[config.mk]
export PLATFORM = sky130hd
export DESIGN_NAME = ex_operand_stage
export DESIGN_NICKNAME = d
export VERILOG_FILES = /design/src/rtl/ex_operand_stage.sv
export SDC_FILE = /design/constraint.sdc
export NUM_CORES = 1
export LEC_CHECK = 0
export BUFFER_PORTS_ARGS = -buffer_cell sky130_fd_sc_hd__buf_2
export CORE_MARGIN = 3
export CORE_UTILIZATION = 45
export CTS_BUF_LIST = sky130_fd_sc_hd__clkbuf_4 sky130_fd_sc_hd__clkbuf_8
export DETAILED_ROUTE_END_ITERATION = 8
export GPL_TIMING_DRIVEN = 0
export PLACE_DENSITY = 0.85
export SYNTH_ARGS = -nofsm -noshare
export SYNTH_HDL_FRONTEND = slang
export SYNTH_SLANG_ARGS = --single-unit
export TNS_END_PERCENT = 50
[constraint.sdc]
create_clock -name clk -period 6.9 [get_ports clk]
set_input_delay 1.38 -clock clk [delete_from_list [all_inputs] [get_ports clk]]
set_output_delay 1.38 -clock clk [all_outputs]
set_load 0.1 [all_outputs]
[src/rtl/ex_operand_stage.sv]
// ex_operand_stage: ID/EX pipeline register with MEM/WB forwarding, ALU operand
// selection and load-use hazard detection.
module ex_operand_stage #(
  parameter int XLEN       = 32,
  parameter int REG_ADDR_W = 5
) (
  input  logic                  clk,
  input  logic                  reset,
  input  logic                  valid_d,
  input  logic [REG_ADDR_W-1:0] rs1_d,
  input  logic [REG_ADDR_W-1:0] rs2_d,
  input  logic [REG_ADDR_W-1:0] rd_d,
  input  logic [XLEN-1:0]       rs1_data_d,
  input  logic [XLEN-1:0]       rs2_data_d,
  input  logic [XLEN-1:0]       imm_d,
  input  logic [XLEN-1:0]       pc_d,
  input  logic [3:0]            alu_control_d,
  input  logic [1:0]            alu_src_a_d,
  input  logic                  alu_src_b_d,
  input  logic                  reg_write_d,
  input  logic                  mem_read_d,
  input  logic                  stall_e,
  input  logic                  flush_e,
  input  logic [REG_ADDR_W-1:0] rd_m,
  input  logic                  reg_write_m,
  input  logic [XLEN-1:0]       alu_result_m,
  input  logic [REG_ADDR_W-1:0] rd_w,
  input  logic                  reg_write_w,
  input  logic [XLEN-1:0]       result_w,
  output logic [XLEN-1:0]       src_a_e,
  output logic [XLEN-1:0]       src_b_e,
  output logic [3:0]            alu_control_e,
  output logic [XLEN-1:0]       write_data_e,
  output logic [REG_ADDR_W-1:0] rd_e,
  output logic                  reg_write_e,
  output logic                  mem_read_e,
  output logic [XLEN-1:0]       pc_e,
  output logic                  valid_e,
  output logic                  load_use_stall
);
  typedef struct packed {
    logic                  valid;
    logic [REG_ADDR_W-1:0] rs1;
    logic [REG_ADDR_W-1:0] rs2;
    logic [REG_ADDR_W-1:0] rd;
    logic [XLEN-1:0]       rs1_data;
    logic [XLEN-1:0]       rs2_data;
    logic [XLEN-1:0]       imm;
    logic [XLEN-1:0]       pc;
    logic [3:0]            alu_control;
    logic [1:0]            alu_src_a;
    logic                  alu_src_b;
    logic                  reg_write;
    logic                  mem_read;
  } ex_t;
  ex_t ex_d, ex_q, cap;
  logic [XLEN-1:0] fwd_rs1, fwd_rs2;
  always_comb begin
    cap             = '0;
    cap.valid       = valid_d;
    cap.rs1         = rs1_d;
    cap.rs2         = rs2_d;
    cap.rd          = rd_d;
    cap.rs1_data    = rs1_data_d;
    cap.rs2_data    = rs2_data_d;
    cap.imm         = imm_d;
    cap.pc          = pc_d;
    cap.alu_control = alu_control_d;
    cap.alu_src_a   = alu_src_a_d;
    cap.alu_src_b   = alu_src_b_d;
    cap.reg_write   = reg_write_d & valid_d;
    cap.mem_read    = mem_read_d & valid_d;
    ex_d            = flush_e ? '0 : stall_e ? ex_q : cap;
  end
  always_ff @(posedge clk or posedge reset)
    if (reset) ex_q <= '0;
    else       ex_q <= ex_d;
  // MEM beats WB; x0 is hardwired so it is never forwarded
  always_comb begin
    fwd_rs1 = (reg_write_m && rd_m != '0 && rd_m == ex_q.rs1) ? alu_result_m :
              (reg_write_w && rd_w != '0 && rd_w == ex_q.rs1) ? result_w : ex_q.rs1_data;
    fwd_rs2 = (reg_write_m && rd_m != '0 && rd_m == ex_q.rs2) ? alu_result_m :
              (reg_write_w && rd_w != '0 && rd_w == ex_q.rs2) ? result_w : ex_q.rs2_data;
  end
  assign src_a_e        = ex_q.alu_src_a == 2'b00 ? fwd_rs1 :
                          ex_q.alu_src_a == 2'b01 ? ex_q.pc : '0;
  assign src_b_e        = ex_q.alu_src_b ? ex_q.imm : fwd_rs2;
  assign write_data_e   = fwd_rs2;
  assign alu_control_e  = ex_q.alu_control;
  assign rd_e           = ex_q.rd;
  assign reg_write_e    = ex_q.reg_write;
  assign mem_read_e     = ex_q.mem_read;
  assign pc_e           = ex_q.pc;
  assign valid_e        = ex_q.valid;
  assign load_use_stall = ex_q.mem_read && ex_q.valid && ex_q.rd != '0 && valid_d &&
                          (ex_q.rd == rs1_d || ex_q.rd == rs2_d);
endmodule

==> results.cfg <==
[logic_synthesis]
ys_ff_latch = 153
yosysUniqueCellTypes = 36
ys_warn_count = 0
yosysTopAreaCell = dfrtp_1
yosysMostFrequentCell = nor2_1
netlist_instances = 1030
netlist_area_um2 = 9850
synthTopCellsByCount = 223 x nor2_1, 153 x dfrtp_1, 151 x mux2i_1
synthTopCellsByArea = dfrtp_1 39%, mux2i_1 15%, nor2_1 8.5%
synth_edf_count = 0
synthesis.nets = 1263
netlist.area_leader.share_pct = 38.9
syn_avg_cell_area_um2 = 9.56
async_flop_share_pct = 100
synth_top_flop_cell = dfrtp_1
ys_seq_area_share_pct = 38.9

[setup_path]
crit_type = in2out
cp.depth = 7
crit_path_max_fanout = 10
worstPathCellList = buf_2, xnor2_1, nand4_4, buf_6, a221oi_4, nor2_1, buf_2
endpoint_kind = primary output
r2r_setup_slack_ps = 4860
worstPathRequired_ps = 5520
worst-path-buf-inv = 3
critPathTopFamily = XOR/XNOR gates
cp.arrival_ps = 4040
cp_slowest_stage_delay_ps = 980
crit_path_start_kind = primary input
path_common_cell = buf_2
rr_worst_depth = 4
cpMaxStageDelayCell = xnor2_1

[clock_network]
clock_latency_ps = 450
postCtsHoldBufs = 0
cts_max_path_buffers = 2
h-tree-depth = 4
post_cts_buffers = 0
cts-root-buf = clkbuf_8
cts_buffers = 17
cts_tree = yes
clkSlewWorstSetupHoldPaths_ps = 80
ctsResizeCount = 0
clock-sinks = 153

[timing]
hold_ws_ps = 530
post-route-min-period_ps = 5420
rsz0062_at_grt = no
fmax_mhz = 184
hold_violations = 0
maxSlewHeadroom_pct = 15.2
period_share_pct = 78.6
setup_viol = 0
worst_pin_slew_ps = 1260
slew_viol_final = 0
fin_worst_skew_ps = 0
finalSetupTns_ps = 0

[cells_and_area]
design_area_um2 = 12500
area.growth.synth_to_final_pct = 26.9
nNetsFinal = 1654
drive_gt1_share_pct = 37.1

[placement]
io_buffers = 371
placed_cell_area_um2 = 12100
place_congestion = 0.960
hpwlAfterDp_um = 29100

[drt]
vias = 9375
antenna_left = 0
wl_per_cell_um = 21.4
via_per_inst = 5.47
drtPass1Iterations = 7
drc_errors = 0
totalWireLength_um = 36600
drt_iter0_drc = 676

[floorplan]
die_w_um = 154
placementRows = 53
dieArea_um2 = 23700
initial_core_util_pct = 46.3
core_um2 = 21300
io_pins = 374
die_h_um = 154

[global_route]
antenna_found_initial = 4
grt_start_max_net_pins = 91
grt_pass1_vias = 9603
grt-ovfl-total = 0
grt_pass1_wl_um = 55100
grtUsageTotal_pct = 30.1

[hold_path]
hold_depth = 2
hold_class = reg2reg

[outcome]
status = complete, no violations

[flow_run]
max_cap_viol_count = 0

[power_and_ir_drop]
leakage_nw = 6.55
vdd_drop_max_v = 0.000138
power_density_nw_per_um2 = 218
path summary, 6_finish.rpt:
kind | start | end
hold / removal | ex_q[43] | ex_q[43]
setup reg to reg | ex_q[2] | ex_q[2]
max in group asynchronous | reset | ex_q[63]
hold reg to reg | ex_q[43] | ex_q[43]
min in group asynchronous | reset | pc_e[18]
setup / recovery | rd_w[0] | write_data_e[10]
through the flow:
stage	worst slack, ps	utilization (%)	total power (W)	std cells
after global routing	1390	58.7	0.00282	1712
after CTS	1490	58.6	0.00273	1709
after floorplan	883	-	0.00178	1030
after detailed placement	1500	56.7	0.00202	1677
final	1480	58.7	0.00272	1713
after global placement	-513	56.6	0.00201	1676
kinds of logic after synthesis:
family | Yosys count | share of synthesized area [%]
xor gates and xnor gates | 29 | 2.58
muxes | 151 | 15.4
and+or+nand+nor | 371 | 16.0
buffers and inverters | 158 | 8.55
AOI/OAI and AO/OA | 168 | 18.7
DFF | 153 | 38.9
cell type report:
| type | instances | area (um^2) |
|---|---|---|
| tap | 275 | 344 |
| clock buffer | 19 | 255 |
| timing repair buffer | 372 | 1880 |
| multi-input combinational | 719 | 5170 |
| buffer | 125 | 718 |
| fill | 1908 | 8800 |
| inverter | 33 | 129 |
| clock inverter | 13 | 145 |
| antenna | 4 | 10.0 |
| sequential | 153 | 3830 |
sequential cells by signal, indices dropped and copies added (netlist names):
register	flops
alu_control_e	4
ex_q	109
mem_read_e	1
pc_e	32
rd_e	5
reg_write_e	1
valid_e	1
layout by cell type (no fill, tap or decap), drive strengths merged:
master    instances
a211oi           32
a21bo             1
a21oi             3
a221oi           32
and2              1
and3             32
buf             441
bufinv            2
clkbuf           75
clkinv            5
clkinvlp          3
dfrtp           153
diode             4
inv              36
mux2i           151
nand2            67
nand3             3
nand4             3
nor2            223
nor2b             1
nor3             35
o2111ai           2
o211ai            2
o21ai            64
o31ai            32
or2               3
or4               3
xnor2            20
xor2              9
power breakdown:
group | internal (W) | switching (W)
clock | 0.000339 | 0.000377
sequential | 0.000946 | 0.0000466
combinational | 0.000253 | 0.000762
worst register-to-register path: cells and delay by family (launching register included):
family	cells	cell delay, ps
flops	1	370
simple gates	1	140
mux	1	170
buf+inv	2	1300
layer usage:
| metal | global-route usage (%) | share of wire, % | vias to the layer above | wire [um] |
|---|---|---|---|---|
| met5 | 0 | 0.036 | - | 13 |
| met4 | 8.70 | 2.6 | 2 | 968 |
| met3 | 6.19 | 7.5 | 69 | 2740 |
| met2 | 52.1 | 50 | 463 | 18200 |
| met1 | 38.2 | 40 | 4537 | 14700 |
| li1 | - | - | 4304 | - |
No activity file was read; power rests on OpenSTA's default activity.
